## src/rtl/dffram_sync.sv

```systemverilog
// dffram_sync: single-port flip-flop RAM (WIDTH x DEPTH) with registered
// read data, per-byte write enables, a req/rdy handshake and a hardware
// clear sweep that zeroes the whole array, one word per cycle.
//
// Parameters:
//   WIDTH  data width in bits (multiple of 8)
//   DEPTH  number of words, 2..64 (any value, not only powers of two)
//   AW     address width, derived from DEPTH
// Ports:
//   clkp    clock, rising edge
//   rstp    asynchronous active-high reset; zeroes array and outputs
//   req     access request, accepted when req && rdy
//   we      1 = write, 0 = read (sampled with req)
//   addr    word address (sampled with req)
//   be      byte-lane write enables, bit i covers din[8i+7:8i]
//   din     write data
//   clr     one-cycle pulse that starts (or restarts) a zeroing sweep
//   rdy     combinational: idle and no clr this cycle
//   dout    registered read data, held until the next accepted read
//   dvalid  one-cycle pulse marking new dout
//   busy    high while a clear sweep is running
//   err     one-cycle pulse for an accepted access with addr >= DEPTH
module dffram_sync #(
  parameter  int unsigned WIDTH = 16,
  parameter  int unsigned DEPTH = 8,
  localparam int unsigned AW    = $clog2(DEPTH)
) (
  input  logic               clkp,
  input  logic               rstp,
  input  logic               req,
  input  logic               we,
  input  logic [AW-1:0]      addr,
  input  logic [WIDTH/8-1:0] be,
  input  logic [WIDTH-1:0]   din,
  input  logic               clr,
  output logic               rdy,
  output logic [WIDTH-1:0]   dout,
  output logic               dvalid,
  output logic               busy,
  output logic               err
);

  localparam int unsigned NB      = WIDTH / 8;
  localparam logic [AW:0] LP_DEPTH = (AW+1)'(DEPTH);
  localparam logic [AW-1:0] LP_LAST = AW'(DEPTH - 1);

  typedef enum logic {
    S_IDLE,
    S_CLEAR
  } state_t;

  state_t            r_state;
  logic [AW-1:0]     r_cnt;
  logic [WIDTH-1:0]  r_mem [DEPTH];
  logic [WIDTH-1:0]  r_dout;
  logic              r_dvalid;
  logic              r_busy;
  logic              r_err;

  logic              w_idle_acc;
  logic              w_in_range;
  logic [WIDTH-1:0]  w_wdata [DEPTH];
  logic [DEPTH-1:0]  w_wsel;
  logic [DEPTH-1:0]  w_zero;

  assign rdy        = (r_state == S_IDLE) && !clr;
  assign w_idle_acc = req && rdy;
  // Extra MSB so DEPTH itself (e.g. 64 with AW=6) is representable.
  assign w_in_range = ({1'b0, addr} < LP_DEPTH);

  assign dout   = r_dout;
  assign dvalid = r_dvalid;
  assign busy   = r_busy;
  assign err    = r_err;

  // Each word is its own flop group: selected by an in-range write, or
  // zeroed when the sweep counter reaches it. A clr during the sweep
  // restarts the counter instead of writing that cycle.
  for (genvar g = 0; g < DEPTH; g++) begin : g_word
    assign w_wsel[g] = w_idle_acc && we && (addr == AW'(g));
    assign w_zero[g] = (r_state == S_CLEAR) && !clr && (r_cnt == AW'(g));

    always_comb begin
      w_wdata[g] = r_mem[g];
      for (int unsigned i = 0; i < NB; i++) begin
        if (be[i]) w_wdata[g][8*i +: 8] = din[8*i +: 8];
      end
    end

    always_ff @(posedge clkp or posedge rstp) begin
      if (rstp)           r_mem[g] <= '0;
      else if (w_zero[g]) r_mem[g] <= '0;
      else if (w_wsel[g]) r_mem[g] <= w_wdata[g];
    end
  end

  always_ff @(posedge clkp or posedge rstp) begin
    if (rstp) begin
      r_state  <= S_IDLE;
      r_cnt    <= '0;
      r_dout   <= '0;
      r_dvalid <= 1'b0;
      r_busy   <= 1'b0;
      r_err    <= 1'b0;
    end else begin
      r_dvalid <= 1'b0;
      r_err    <= 1'b0;
      case (r_state)
        S_IDLE: begin
          if (clr) begin
            r_state <= S_CLEAR;
            r_cnt   <= '0;
            r_busy  <= 1'b1;
          end else if (req) begin
            if (we) begin
              if (!w_in_range) r_err <= 1'b1;
            end else begin
              r_dvalid <= 1'b1;
              if (w_in_range) begin
                r_dout <= r_mem[addr];
              end else begin
                r_dout <= '0;
                r_err  <= 1'b1;
              end
            end
          end
        end
        S_CLEAR: begin
          if (clr) begin
            r_cnt <= '0;
          end else if (r_cnt == LP_LAST) begin
            r_state <= S_IDLE;
            r_busy  <= 1'b0;
            r_cnt   <= '0;
          end else begin
            r_cnt <= r_cnt + AW'(1);
          end
        end
        default: begin
          r_state <= S_IDLE;
          r_busy  <= 1'b0;
        end
      endcase
    end
  end

endmodule

```

## config.mk

```make
export PLATFORM = sky130hd
export DESIGN_NAME = dffram_sync
export DESIGN_NICKNAME = d
export VERILOG_FILES = /design/src/rtl/dffram_sync.sv
export SDC_FILE = /design/constraint.sdc
export NUM_CORES = 1
export LEC_CHECK = 0
export CORE_AREA = 2 2 115 201
export CTS_CLUSTER_DIAMETER = 200
export DETAILED_ROUTE_END_ITERATION = 12
export DIE_AREA = 0 0 117 203
export HOLD_SLACK_MARGIN = 0.15
export RECOVER_POWER = 100
export SKIP_LAST_GASP = 1
export SLEW_MARGIN = 30
export SYNTH_ARGS = -nofsm -noshare
export SYNTH_HDL_FRONTEND = slang
export SYNTH_SLANG_ARGS = --single-unit
export TNS_END_PERCENT = 50
```

## constraint.sdc

```tcl
create_clock -name clkp -period 7.4 [get_ports clkp]
set_clock_uncertainty 0.15 [all_clocks]
set_input_delay 1.48 -clock clkp [delete_from_list [all_inputs] [get_ports clkp]]
set_output_delay 1.48 -clock clkp [all_outputs]
set_load 0.05 [all_outputs]
```

## Word level (Yosys, flattened, before mapping)

Cells that the tools add are included.

- Flip-flop bits (word level): 150
- Bits of input ports: 26
- Output and inout port bits: 20
- Logic and storage cells: 146

- $add $sub $neg: 1
- Order comparisons: 1
- Equal/unequal tests: 17
- Mux-type cells: 37
- Bitwise operators: 4
- Reduce and logical (&&, ||, !) cells: 65

Operators by type and width:

| operator | count |
|---|---|
| two-way mux 16 bit | 18 |
| binary-select mux 16 bit (select 3 bit) | 1 |
| nonzero test 2 bit | 24 |
| AND reduction 2 bit | 16 |
| == test 3 bit, second input constant | 8 |
| logical AND 1 bit | 20 |
| two-way mux 8 bit | 2 |
| == test 3 x 2 -> 1 bit, second input constant | 4 |
| two-way mux 1 bit | 10 |
| two-way mux 3 bit | 3 |
| == test 3 x 1 -> 1 bit, second input constant | 2 |
| zero test 3 bit | 2 |
| case mux 3 bit (2 select lines) | 1 |
| greater-or-equal comparator 4 bit, second input constant | 1 |
| inequality test 2 bit, second input constant | 2 |
| inverter 3 -> 4 bit | 1 |
| case mux 1 bit (2 select lines) | 2 |
| AND reduction 4 bit | 1 |
| adder 3 x 1 -> 3 bit, second input constant | 1 |
| inverter 1 bit | 3 |
| AND reduction 3 bit | 1 |
| inequality test 2 x 1 -> 1 bit, second input constant | 1 |
| zero test 1 bit | 1 |

## Logic depth before layout (Yosys ltp)

Gate-level depths: netlist of the first run.

- Depth in word-level cells: 7
- Gate-level depth with buffers: 7
- Mapped depth without buffers: 5

## Least setup slack after synthesis of the first run

Ideal clock, no wire load.

- Kind: input -> output
- From: input clr
- To: output rdy
- Arrival time: 2.255 ns
- Required time: 5.770 ns
- Path slack: 3.515 ns
- Cell stages on the path: 2
- Path buffers: 1
- Path through: buf_6 nor2_1

- Word-level cells in the longest chain between the ends: 2

Ends and longest elaborated chain:

| what | RTL line | RTL |
|---|---|---|
| start: declaration | 35 | `input logic clr,` |
| zero test 1 bit | 66 | `assign rdy = (r_state == S_IDLE) && !clr;` |
| logical AND 1 bit | 66 |  |
| end: declaration | 36 | `output logic rdy,` |

No other way between the ends.

## Worst setup path in the final report of the first run

- From: input addr[1]
- To: register r_mem[74] (netlist name)

- Word-level cells in the longest chain between the ends: 4

Ends and longest elaborated chain:

| what | RTL line | RTL |
|---|---|---|
| start: declaration | 32 | `input logic [AW-1:0] addr,` |
| == test 3 x 2 -> 1 bit | 80 | `assign w_wsel[g] = w_idle_acc && we && (addr == AW'(g));` |
| logical AND 1 bit | 80 |  |
| nonzero test 2 bit (no line) | -- |  |
| AND reduction 2 bit (no line) | -- |  |
| end signal: indexed assignment | 93 | `else if (w_wsel[g]) r_mem[g] <= w_wdata[g];` |
| end: declaration | 54 | `logic [WIDTH-1:0] r_mem [DEPTH];` |

No other way between the ends.
A chain may end at the register's enable or synchronous reset.

==> impl_metrics.yaml, run 1 <==
worst_setup_path:
  r2r_cells: 4
  critPathCapture: "r_mem[74]"
  r2r_end: "r_mem[14]"
  r2r-start: "r_state"
  crit_chain: "clkbuf_1 -> nand3_1 -> o31ai_1 -> a21oi_1"
  worstSetupStartpoint: "addr[1]"
  worstSetupPathType: "input port to register"
  worst_setup_path_end_kind: "register"
  cp.required_ps: 7530
  cp-start-kind: "input port"
  max_stage_delay_ps: 1830
  rrSetupSlack_ps: 4650
  crit_arrival_ps: 5780
  crit_fanout: 36
  slowest_stage: "nand3_1"
timing:
  finalHoldViolCount: 0
  fin_tns_setup_ps: 0
  slew_viol_final: 170
  relSlewSlack_pct: -53.30
  setup_violations: 0
  period_minus_slack_ps: 5648
  finalCritPeriodShare_pct: 76.33
  worstMarginPinSlew_ps: 2300
  rsz0062_at_grt: "no"
  fmax_mhz: 177.1
power:
  pwr-share-clk_pct: 49.1
  power_leakage_nw: 3.797
  p_int_mw: 1.540
  power.switching_mw: 0.5144
  seq_power_share_pct: 40.8
  ir_worst_vdd_v: 0.0001279
  swShare_pct: 25.04
  powerDensity_nw_per_um2: 220.7
  pwr-share-comb_pct: 10.1
run:
  max_cap_violations: 5
die:
  dieArea_sq_um: 23750
  die_y_microns: 203
  coreArea_sq_um: 22070
  pin_count: 46
  rows: 72
  die_w_microns: 117
  start_util_pct: 37.65
detailed_routing:
  wirelength_mm: 26.26
  drt_iter0_drc: 725
  via_count: 7133
  dr.pass1.iters: 7
  wl_per_cell_microns: 23.94
  postRouteAntennaNets: 0
  viasPerCell: 6.502
  remaining_drc_errors: 0
layout:
  fillerInstances: 2092
  antenna_cells: 0
  postLayoutCoreUtil_pct: 42.18
  multiInputGateArea_sq_um: 3929
  drive_gt1_share_pct: 14.98
  area_growth_syn_to_layout_pct: 12.05
  area.sequential_sq_um: 3754
  nets: 821
place:
  gp_congestion: 0.7569
  portBuffers: 44
  hpwl_mm: 13.37
grt:
  grt_pass1_wl_mm: 42.03
  grt_usage_pct: 22.79
  first_global_vias: 7365
  overflow: 0
  grt_antenna_before_repair: 0
  grt_max_degree: 93
yosys:
  yosysSeqAreaShare_pct: 45.17
  yosysUniqueCellTypes: 38
  synth-edff-count: 0
  synth-seq-cells: 150
  syn-instance-count: 849
  syn_area_per_cell_sq_um: 9.787
  synth_nets: 882
  synth_top_area_share_pct: 45.17
  yosys_warnings: 0
  syn_area_sq_um: 8309
  synthTopCellsByArea: "dfrtp_1, o31ai_1, nand4_1"
  async_flop_share_pct: 100.0
  synthFlopType: "dfrtp_1"
  synth_top_cell_by_area: "dfrtp_1"
hold_path:
  holdCritPathClass: "register to register"
clocking:
  cts_max_path_buffers: 2
  cts_hold_buffers: 0
  cts_resized: 0
  htreeDepth: 4
  cts.sinks: 150
  cts_tree: "yes"
  clk_latency_ps: 430
  path_clk_slew_ps: 60
  cts-root-buf: "clkbuf_16"
  numCtsBuffers: 17
  cts_setup_buffers: 0
status:
  status: "finished with violations"
  violations: "max-capacitance violations, max-slew violations"
power groups by stage:
stage | clock [mW] | sequential, mW | combinational [mW]
after floorplan | 0 | 0.873 | 0.114
after global placement | 0 | 0.853 | 0.206
after detailed placement | 0 | 0.853 | 0.208
after CTS | 1.02 | 0.838 | 0.208
after global routing | 1.05 | 0.839 | 0.219
final | 1.01 | 0.838 | 0.207
cell usage in the layout, fill, tap and decap left out, types with 3 or more instances in the layout:
| cell type | Yosys | routed |
|---|---|---|
| inv_1 | 6 | 5 |
| ha_1 | 7 | 7 |
| clkbuf_16 | 0 | 17 |
| dlygate4sd3_1 | 0 | 21 |
| and3_1 | 8 | 4 |
| nor2_1 | 6 | 5 |
| bufinv_16 | 0 | 6 |
| mux4_2 | 3 | 3 |
| o31ai_1 | 129 | 132 |
| nand2_1 | 15 | 14 |
| o31ai_2 | 12 | 9 |
| clkbuf_8 | 0 | 3 |
| mux2_2 | 52 | 52 |
| o22ai_1 | 26 | 26 |
| buf_4 | 3 | 12 |
| mux2i_1 | 7 | 7 |
| clkbuf_1 | 64 | 7 |
| dfrtp_1 | 150 | 150 |
| clkdlybuf4s50_1 | 0 | 22 |
| a21oi_1 | 131 | 131 |
| and3_2 | 0 | 4 |
| nand4_1 | 128 | 128 |
stage by stage:
stage,instances,worst slack (ps),area (sq um),power (mW),hold WS (ps)
floorplan,849,1734,8309,0.9863,359.0
global placement,1064,2759,8622,1.059,320.2
detailed placement,1064,2748,8647,1.061,325.6
CTS,1096,2735,9321,2.064,339.6
global route,1097,1484,9310,2.110,358.5
finish,1097,1752,9310,2.055,329.3
sequential cells by signal, summed over array words and instances, names as in the netlist:
register / cells
r_mem: 128
dout: 16
r_cnt: 3
busy: 1
dvalid: 1
r_state: 1
critical path: cells and delay by family:
| kind | cells | cell delay, ps |
|---|---|---|
| AO/OA/AOI/OAI | 2 | 850 |
| AND/OR/NAND/NOR | 1 | 1830 |
| buffers and inverters | 1 | 1600 |
layer usage:
| metal | vias up | share of wire, % | track usage (%) |
|---|---|---|---|
| met2 | 291 | 51 | 36.21 |
| met1 | 3662 | 41 | 30.78 |
| li1 | 3139 | - | - |
| met4 | 0 | 2.4 | 9.034 |
| met3 | 41 | 6.2 | 3.791 |
| met5 | - | 0 | 0 |
cell usage after synthesis (all sizes together), types with 4 or more instances:
library cell    n
and3            8
o31ai         141
nor2            6
dfrtp         150
ha              7
buf            59
nand2b          4
mux2           52
inv             6
mux2i           7
clkbuf         80
o22ai          26
a21oi         131
nand4         128
nand2          15
cell families (layout without fill, tap and decap cells):
kind of cell / count (synthesis) / after routing / share of synthesized area [%]
adders and majority gates: 7 / 7 / 1.054
DFF: 150 / 150 / 45.17
AOI/OAI and AO/OA: 306 / 306 / 24.09
muxes: 62 / 62 / 8.703
buffers and inverters: 145 / 97 / 7.981
other: 1 / 1 / 0.04513
and+or+nand+nor: 178 / 178 / 12.95
worst min-delay path by stage:
| stage | start | to | depth (start not counted) |
|---|---|---|---|
| after floorplan | r_mem[0] | r_mem[0] | 2 |
| after global placement | dout[4] | dout[4] | 2 |
| after detailed placement | dout[1] | dout[1] | 2 |
| after CTS | dout[1] | dout[1] | 2 |
| after global routing | dout[10] | dout[10] | 2 |
| final | dout[3] | dout[3] | 2 |
layout make-up:
class,instances,share of cell area [%]
multi-input cells,554,42.20
flip-flops and latches,150,40.32
repair buffers,59,6.007
clock buffers,24,5.174
well taps,296,3.978
clock inverters,8,2.070
inverters,6,0.2553
(Power assumes the default switching activity.)
==> run 2: changes to the inputs <==
==> constraint.sdc (replaced) <==
create_clock -name clkp -period 4.8 [get_ports clkp]
set_clock_uncertainty 0.15 [all_clocks]
set_input_delay 0.96 -clock clkp [delete_from_list [all_inputs] [get_ports clkp]]
set_output_delay 0.96 -clock clkp [all_outputs]
set_load 0.05 [all_outputs]
==> run 2 against run 1 <==
Compared with the run above: the flow still finishes with violations (max-capacitance violations, max-slew violations); sequential power up 54%; first-iteration DRC count is 15% higher; count of clock-buffer cells in the layout down 3; critical path depth increased by 1; non-clock buffer count grew 8; combinational power rose by 56%; flip-flop and latch count is the same; via count is 0.95% higher; wire length up 1.4%; global-route usage grew 0.065 points; power grew 45%; worst setup slack got worse by 1000 ps; critical endpoint is now dout[9]; largest cell class unchanged; largest power group unchanged; highest routed layer unchanged.
==> impl_metrics.yaml, run 2 (synthesized netlist as in run 1, its figures left out) <==
clocking:
  cts-root-buf: "clkbuf_16"
  cts_resized: 0
  path_clk_slew_ps: 60
  cts_setup_buffers: 0
  clk_latency_ps: 430
  numCtsBuffers: 17
  cts_hold_buffers: 0
  cts_max_path_buffers: 2
  cts.sinks: 150
  cts_tree: "yes"
  htreeDepth: 4
power:
  pwr-share-clk_pct: 45.8
  powerDensity_nw_per_um2: 321.3
  ir_worst_vdd_v: 0.0002349
  pwr-share-comb_pct: 10.8
  swShare_pct: 26.70
  power_leakage_nw: 3.776
  seq_power_share_pct: 43.4
  p_int_mw: 2.182
  power.switching_mw: 0.7948
die:
  pin_count: 46
  coreArea_sq_um: 22070
  rows: 72
  dieArea_sq_um: 23750
  die_y_microns: 203
  start_util_pct: 37.65
  die_w_microns: 117
worst_setup_path:
  r2r_end: "r_mem[34]"
  r2r_cells: 4
  rrSetupSlack_ps: 1640
  cp-start-kind: "input port"
  cp.required_ps: 4950
  worstSetupPathType: "input port to register"
  crit_fanout: 20
  max_stage_delay_ps: 1040
  critPathCapture: "dout[9]"
  crit_chain: "dlygate4sd3_1 -> nor2b_1 -> clkbuf_1 -> a221o_1 -> o21ai_0"
  crit_cells: 5
  slowest_stage: "nor2b_1"
  r2r-start: "r_state"
  crit_arrival_ps: 4240
  critical_path_buf_inv_count: 2
  cp_top_family: "buffers and inverters"
  worst_setup_path_end_kind: "register"
  worstSetupStartpoint: "addr[2]"
status:
  violations: "max-capacitance violations, max-slew violations"
  status: "finished with violations"
place:
  hpwl_mm: 13.91
  placed_cells: 1073
  gp_congestion: 0.7414
  portBuffers: 44
timing:
  worstMarginPinSlew_ps: 2393
  finalHoldViolCount: 0
  fmax_mhz: 244.9
  slew_viol_final: 324
  rsz0062_at_grt: "no"
  period_minus_slack_ps: 4083
  setup_violations: 0
  relSlewSlack_pct: -59.54
  fin_tns_setup_ps: 0
  finalCritPeriodShare_pct: 85.05
layout:
  area_growth_syn_to_layout_pct: 11.49
  final_common_cell: "dfrtp_1"
  final_cell_mix: "dfrtp_1, a21oi_1, o31ai_1, nand4_1, mux2_2"
  top_register: "r_mem"
  final_cell_count_no_fill: 1104
  largest_reg_flops: 128
  drive_gt1_share_pct: 15.10
  antenna_cells: 0
  nets: 829
detailed_routing:
  postRouteAntennaNets: 0
  wirelength_mm: 26.63
  drt_iter0_drc: 836
  via_count: 7201
  viasPerCell: 6.523
  dr.pass1.iters: 7
  wl_per_cell_microns: 24.12
  remaining_drc_errors: 0
grt:
  grt_usage_pct: 22.86
  overflow: 0
  grt_antenna_before_repair: 0
  grt_max_degree: 129
  grt_pass1_wl_mm: 41.77
  first_global_vias: 7292
run:
  max_cap_violations: 8
hold_path:
  holdCritPathClass: "register to register"
[run 2: metrics by stage]
stage | cell area, sq um | power, mW | hold WS [ps] | util (%) | setup WS, ps
2_1_floorplan | 8313 | 1.521 | 359.0 | - | 1801
3_3_place_gp | 8716 | 1.641 | 317.6 | 39.49 | 1196
3_5_place_dp | 8735 | 1.644 | 321.1 | 39.57 | 1165
4_1_cts | 9315 | 2.999 | 334.0 | 42.21 | 1153
5_1_grt | 9264 | 3.061 | 369.9 | 41.97 | 628.3
6_report | 9264 | 2.977 | 329.5 | 41.97 | 717.4
[run 2: worst register-to-register path: cells and delay by family (launching register included)]
kind | cells | cell delay [ps]
AOI/OAI and AO/OA | 2 | 430
DFF | 1 | 520
and+or+nand+nor | 1 | 750
buffers and inverters | 1 | 1230
[run 2: power by group through the flow]
stage               Clock, mW  Combinational (mW)  Sequential (mW)
finish                   1.36               0.322             1.29
global route             1.43               0.339             1.29
CTS                      1.38               0.328             1.29
global placement            0               0.325             1.32
floorplan                   0               0.175             1.35
detailed placement          0               0.328             1.32
[run 2: worst min-delay path by stage]
| stage | startpoint | end | slack, ps | cells after the start |
|---|---|---|---|---|
| after floorplan | r_mem[0] | r_mem[0] | 360 | 2 |
| after detailed placement | dout[1] | dout[1] | 320 | 2 |
| after global placement | dout[1] | dout[1] | 320 | 2 |
| after global routing | dout[5] | dout[5] | 370 | 1 |
| final | dout[1] | dout[1] | 330 | 2 |
| after CTS | dout[1] | dout[1] | 330 | 2 |
[run 2: routing by layer]
metal / share of wire [%] / track usage, %
met4: 3.2 / 9.244
met5: 0 / 0
met1: 41 / 30.27
met2: 49 / 35.86
met3: 6.3 / 5.284
[run 2: cell type report]
type	count	area (sq um)
inverters	6	23.77
repair buffers	67	608.1
multi-input cells	554	3928
clock buffers	21	450.4
well taps	296	370.4
clock inverters	10	130.1
fillers	2119	12810
flip-flops and latches	150	3754
